File: src/rtl/multicycle_sequencer_pkg.sv
// seq_pkg: shared types and constants for the multicycle sequencer.
//   seq_state_t  - FSM state encoding (also exported on the debug `state` port)
//   OPC_SYSTEM   - opcode that halts the sequencer
//   IR_*         - {clear, load} encodings for the instruction register
package seq_pkg;

  typedef enum logic [2:0] {
    ST_IDLE   = 3'd0,
    ST_FETCH  = 3'd1,
    ST_LATCH  = 3'd2,
    ST_DECODE = 3'd3,
    ST_EXEC   = 3'd4,
    ST_HALT   = 3'd5,
    ST_FAULT  = 3'd6
  } seq_state_t;

  localparam logic [6:0] OPC_SYSTEM = 7'b1110011;

  localparam logic [1:0] IR_HOLD  = 2'b00;
  localparam logic [1:0] IR_LOAD  = 2'b01;
  localparam logic [1:0] IR_CLEAR = 2'b10;

  // Instruction addresses must be word aligned.
  function automatic logic is_word_aligned(input logic [31:0] addr);
    return (addr[1:0] == 2'b00);
  endfunction

endpackage

File: src/rtl/fetch_watchdog.sv
// fetch_watchdog: counts consecutive fetch-wait cycles.
//   clk, rst_n - clock, asynchronous active-low reset
//   clear      - synchronously zero the counter (wins over enable)
//   enable     - count this cycle
//   expired    - this enabled cycle is the FETCH_TIMEOUT-th one; the owner
//                acts on the edge that ends it
module fetch_watchdog
  import seq_pkg::*;
#(
  parameter int unsigned FETCH_TIMEOUT = 15
) (
  input  logic clk,
  input  logic rst_n,
  input  logic clear,
  input  logic enable,
  output logic expired
);

  // The counter holds the number of already-completed counted cycles, so the
  // FETCH_TIMEOUT-th cycle is the one where it reads FETCH_TIMEOUT-1.
  localparam logic [7:0] LAST_COUNT = 8'(FETCH_TIMEOUT - 1);

  logic [7:0] count_reg;

  always_ff @(posedge clk or negedge rst_n) begin
    if (!rst_n) begin
      count_reg <= '0;
    end else if (clear) begin
      count_reg <= '0;
    end else if (enable) begin
      count_reg <= count_reg + 8'd1;
    end
  end

  assign expired = enable && !clear && (count_reg == LAST_COUNT);

endmodule

File: src/rtl/multicycle_sequencer.sv
// multicycle_sequencer: top-level control FSM of the multicycle core.
// Fetches an instruction, loads it into the instruction register, decodes the
// opcode fed back from it, starts the execute datapath and advances the PC.
//   clk, rst_n          - clock, asynchronous active-low reset
//   run                 - keep issuing instructions (sampled in IDLE / EXEC exit)
//   mem_req, mem_addr   - instruction fetch request and address (= pc)
//   mem_rvalid, mem_err - fetch response and error flag
//   ir_control          - {clear, load} for the instruction register
//   opcode              - instr_out[6:0] from the instruction register
//   ex_start            - one-cycle execute start pulse
//   ex_done             - execute complete (may coincide with ex_start)
//   ex_redirect,
//   ex_target           - take ex_target instead of pc+4 (qualified by ex_done)
//   pc, instret         - current instruction address, retired count
//   halted, fault       - sticky status flags
//   state               - current FSM state for debug
// Every output comes straight from a flop so ir_control never glitches.
module multicycle_sequencer
  import seq_pkg::*;
#(
  parameter logic [31:0] RESET_PC      = 32'h0000_0000,
  parameter int unsigned FETCH_TIMEOUT = 15
) (
  input  logic        clk,
  input  logic        rst_n,
  input  logic        run,
  output logic        mem_req,
  output logic [31:0] mem_addr,
  input  logic        mem_rvalid,
  input  logic        mem_err,
  output logic [1:0]  ir_control,
  input  logic [6:0]  opcode,
  output logic        ex_start,
  input  logic        ex_done,
  input  logic        ex_redirect,
  input  logic [31:0] ex_target,
  output logic [31:0] pc,
  output logic [31:0] instret,
  output logic        halted,
  output logic        fault,
  output logic [2:0]  state
);

  seq_state_t  state_reg;
  logic [31:0] pc_reg;
  logic [31:0] instret_reg;
  logic        mem_req_reg;
  logic [1:0]  ir_control_reg;
  logic        ex_start_reg;
  logic        halted_reg;
  logic        fault_reg;

  logic        in_fetch;
  logic        wdog_expired;
  logic [31:0] pc_next;

  assign in_fetch = (state_reg == ST_FETCH);

  // Counter is held at zero outside FETCH, which clears it on every entry.
  fetch_watchdog #(
    .FETCH_TIMEOUT (FETCH_TIMEOUT)
  ) u_fetch_watchdog (
    .clk     (clk),
    .rst_n   (rst_n),
    .clear   (!in_fetch),
    .enable  (in_fetch),
    .expired (wdog_expired)
  );

  assign pc_next = ex_redirect ? ex_target : (pc_reg + 32'd4);

  always_ff @(posedge clk or negedge rst_n) begin
    if (!rst_n) begin
      state_reg      <= ST_IDLE;
      pc_reg         <= RESET_PC;
      instret_reg    <= '0;
      mem_req_reg    <= 1'b0;
      ir_control_reg <= IR_CLEAR;
      ex_start_reg   <= 1'b0;
      halted_reg     <= 1'b0;
      fault_reg      <= 1'b0;
    end else begin
      // ex_start is a single-cycle pulse; only DECODE re-arms it.
      ex_start_reg <= 1'b0;
      case (state_reg)
        ST_IDLE: begin
          if (run) begin
            state_reg      <= ST_FETCH;
            mem_req_reg    <= 1'b1;
            ir_control_reg <= IR_HOLD;
          end
        end
        ST_FETCH: begin
          if (mem_rvalid && !mem_err) begin
            state_reg      <= ST_LATCH;
            mem_req_reg    <= 1'b0;
            ir_control_reg <= IR_LOAD;
          end else if (mem_rvalid || wdog_expired) begin
            state_reg      <= ST_FAULT;
            mem_req_reg    <= 1'b0;
            ir_control_reg <= IR_CLEAR;
            fault_reg      <= 1'b1;
          end
        end
        ST_LATCH: begin
          state_reg      <= ST_DECODE;
          ir_control_reg <= IR_HOLD;
        end
        ST_DECODE: begin
          if (opcode == OPC_SYSTEM) begin
            state_reg  <= ST_HALT;
            halted_reg <= 1'b1;
          end else begin
            state_reg    <= ST_EXEC;
            ex_start_reg <= 1'b1;
          end
        end
        ST_EXEC: begin
          if (ex_done) begin
            // The instruction retires even when its redirect target is bad.
            instret_reg <= instret_reg + 32'd1;
            if (ex_redirect && !is_word_aligned(ex_target)) begin
              state_reg      <= ST_FAULT;
              ir_control_reg <= IR_CLEAR;
              fault_reg      <= 1'b1;
            end else begin
              pc_reg <= pc_next;
              if (run) begin
                state_reg   <= ST_FETCH;
                mem_req_reg <= 1'b1;
              end else begin
                state_reg      <= ST_IDLE;
                ir_control_reg <= IR_CLEAR;
              end
            end
          end
        end
        ST_HALT: begin
          state_reg <= ST_HALT;
        end
        ST_FAULT: begin
          state_reg <= ST_FAULT;
        end
        default: begin
          // Unreachable encoding: park safely.
          state_reg      <= ST_FAULT;
          mem_req_reg    <= 1'b0;
          ir_control_reg <= IR_CLEAR;
          fault_reg      <= 1'b1;
        end
      endcase
    end
  end

  assign mem_req    = mem_req_reg;
  assign mem_addr   = pc_reg;
  assign ir_control = ir_control_reg;
  assign ex_start   = ex_start_reg;
  assign pc         = pc_reg;
  assign instret    = instret_reg;
  assign halted     = halted_reg;
  assign fault      = fault_reg;
  assign state      = state_reg;

endmodule

File: config.mk
export PLATFORM = sky130hd
export DESIGN_NAME = multicycle_sequencer
export DESIGN_NICKNAME = d
export VERILOG_FILES = /design/src/rtl/multicycle_sequencer_pkg.sv /design/src/rtl/fetch_watchdog.sv /design/src/rtl/multicycle_sequencer.sv
export SDC_FILE = /design/constraint.sdc
export NUM_CORES = 1
export LEC_CHECK = 0
export ABC_AREA = 1
export CAP_MARGIN = 20
export CORE_UTILIZATION = 25
export DETAILED_ROUTE_END_ITERATION = 12
export GPL_TIMING_DRIVEN = 0
export PLACE_DENSITY_LB_ADDON = 0.05
export SYNTH_ARGS = -nofsm -noshare
export SYNTH_HDL_FRONTEND = slang
export SYNTH_SLANG_ARGS = --single-unit
File: constraint.sdc
create_clock -name clk -period 3.2 [get_ports clk]
set_clock_uncertainty 0.15 [all_clocks]
set_input_delay 0.32 -clock clk [delete_from_list [all_inputs] [get_ports clk]]
set_output_delay 0.32 -clock clk [all_outputs]
set_load 0.03 [all_outputs]
==> out/qor.csv <==
metric,value,unit
hpwl dp,13.45,mm
Die X,149.5,um
"Seq/Total Area, Yosys",37.28,%
"Largest stage delay, worst path",0.66,ns
DR iter-0 viols,173,
CTS sink cnt,81,
syn avg cell area,6.852,sq um
gr ovfl total,0,
layout cell share with drive strength beyond 1,9.990,%
final setup fails,0,
Switching Fraction,44.78,%
initial antenna violation count,0,
Synth top area share,36.80,%
critical path capture point type,output port,
clk_lat worst skew,0.35,ns
Vias,5280,
startpoint class of the critical path,flip-flop,
"area leader, netlist",dfrtp_1,
Slew @ Worst Pin,0.5980,ns
Reg power frac,28.3,%
Residual DRC,0,
CP top delay family,buffers and inverters,
pins over their slew limit,0,
critical path required time,2.73,ns
fin cells,1236,
synth warn,0,
crit-path cells,buf_4 > clkdlybuf4s50_1,
fin crit period,2.157,ns
Fmax,0.4636,GHz
"antenna viol nets, final",0,
routed wire length,17.23,mm
NumNets Final,1006,
total global routing track utilization,15.85,%
worst slack after detailed placement,1.144,ns
"Cell Area, Synth",0.005440,sq mm
Critical-path top delay cell,clkdlybuf4s50_1,
die height,149.5,um
minimum hold slack,0.2284,ns
IO Count,151,
Worst Hold Class,primary input to flip-flop,
Pwr per Cell Area,810.8,mW/mm^2
gpl congestion,0.8240,
number of port buffers,149,
RSZ-0062 raised after global routing,no,
WL/cell,13.94,um
core area,0.02115,sq mm
post-layout util,36.11,%
status,"finished, final reports clean",
Sw Pwr,0.002774,W
Die Footprint,0.02235,sq mm
highest net fanout along the worst path,8,
Mapped Nets,844,
crit path DAT,1.69,ns
placed cells,1219,
clock power share,18.9,%
"CTS clk-pin slew, worst paths",0.06,ns
CTS tree,built,
global-route wire length before repair,27.04,mm
P_leak,3.361,nW
number of global-route vias before repair,5041,
slew margin rel.,60.13,%
final hold violations,0,
worst-case vdd ir drop,0.0002535,V
largest net degree at the start of global routing,46,
WS Path Type,flip-flop to output port,
"Distinct cells, synth",46,
TritonCTS Buffers,9,
Max clock buf depth,2,
final worst slack,1.043,ns
Mapped Cells,794,
Tcrit/Tclk final,67.41,%
Area Growth Syn to Fin,40.41,%
Comb power frac,52.8,%
Pint,0.003420,W
std cell rows,53,
Root Buffer,clkbuf_16,
max cap viols,0,
Via density,4.272,
synth top area cells,"dfrtp_1 37%, nand2_1 18%, nor2_1 9.7%",
worst path bufs/invs,2,
H-tree depth,3,
router iterations before antenna repair,4,
starting density of the core,25.72,%
register bit count reported by yosys,81,
ant diodes,0,
## per-layer routing
metal	share of wire (%)	GRT usage [%]	vias up
met3	4.3	3.445	17
li1	-	-	2792
met2	48	27.31	114
met4	2.5	5.408	0
met5	0	0	-
met1	45	19.36	2357
## cells in the final DEF, fill, tap and decap left out, types with 4 or more instances in the layout
cell / count
nor2_4: 8
nor3_1: 5
nand4_1: 8
nand3b_1: 7
buf_4: 34
a21oi_1: 12
o211ai_2: 4
ha_1: 4
nand2_1: 268
clkbuf_16: 9
xor2_1: 10
inv_1: 69
xnor2_1: 10
nand3_1: 59
clkdlybuf4s50_1: 148
o21ai_0: 23
nor2_1: 140
dfrtp_1: 80
nor2_2: 4
buf_6: 5
nand2_2: 4
## repair_timing
| item | CTS | global route |
|---|---|---|
| hold buffers | 1 | 0 |
| resized for setup | 0 | 0 |
| setup buffers | 0 | 0 |
| endpoints found under the setup margin | 0 | 0 |
| endpoints found under the hold margin | 36 | 0 |
## area by class of cell
type                       count  area [sq um]
multi-input combinational    595          2800
clock inverter                 6         88.84
inverter                      74         281.5
tap                          275         344.1
buffer                        44         330.3
fill                        2273         13520
sequential                    81          2028
clock buffer                  10         239.0
timing repair buffer         151          1526
## final timing paths
| kind | startpoint | slack, ns | end | depth (start not counted) |
|---|---|---|---|---|
| min in group asynchronous | rst_n | 0.35 | mem_addr[0] | 2 |
| worst max register to register | mem_addr[3] | 1.20 | mem_addr[30] | 10 |
| max in group asynchronous | rst_n | 1.88 | ir_control[1] | 3 |
| worst min-delay path | ex_redirect | 0.23 | mem_addr[6] | 3 |
| worst max-delay path | mem_addr[19] | 1.04 | pc[19] | 2 |
| worst min register to register | fault | 0.32 | fault | 1 |
## cell usage after synthesis (all sizes together)
| cell type | number |
|---|---|
| a211oi | 1 |
| a21boi | 1 |
| a21o | 2 |
| a21oi | 13 |
| and2 | 2 |
| and3 | 3 |
| buf | 41 |
| clkbuf | 3 |
| clkinv | 1 |
| dfrtp | 80 |
| dfstp | 1 |
| ha | 4 |
| inv | 73 |
| nand2 | 273 |
| nand3 | 63 |
| nand3b | 7 |
| nand4 | 8 |
| nor2 | 153 |
| nor3 | 7 |
| nor3b | 1 |
| nor4 | 1 |
| o211ai | 6 |
| o21a | 1 |
| o21ai | 25 |
| o21bai | 2 |
| o32ai | 1 |
| or2 | 1 |
| xnor2 | 10 |
| xor2 | 10 |
## power groups by stage
stage	registers (W)	logic, W	clock network [W]
final	0.00176	0.00327	0.00117
after global routing	0.00182	0.00354	0.00126
after CTS	0.00177	0.00331	0.00122
after detailed placement	0.00179	0.00330	0
after global placement	0.00179	0.00329	0
after floorplan	0.00216	0.00159	0
## metrics by stage
| stage | cell area, sq um | power [W] | setup TNS (ns) |
|---|---|---|---|
| 2_1_floorplan | 5440 | 0.003751 | 0 |
| 3_3_place_gp | 7276 | 0.005080 | -149.59 |
| 3_5_place_dp | 7301 | 0.005085 | 0 |
| 4_1_cts | 7639 | 0.006295 | 0 |
| 5_1_grt | 7639 | 0.006624 | 0 |
| 6_report | 7639 | 0.006193 | 0 |
## tightest hold or removal path, cell delays in order
cell and delay (ns):
buf_4 0.16, a21oi_1 0.13, a21oi_1 0.06
## logic make-up after synthesis
| logic type | Yosys count | synth area share (%) |
|---|---|---|
| buffers and inverters | 118 | 11.25 |
| xor gates and xnor gates | 20 | 3.220 |
| DFF | 81 | 37.28 |
| adders and majority gates | 4 | 0.9200 |
| AOI/OAI and AO/OA | 52 | 5.957 |
| and+or+nand+nor | 519 | 41.38 |
Note: power is estimated with default switching activity, not from simulation.
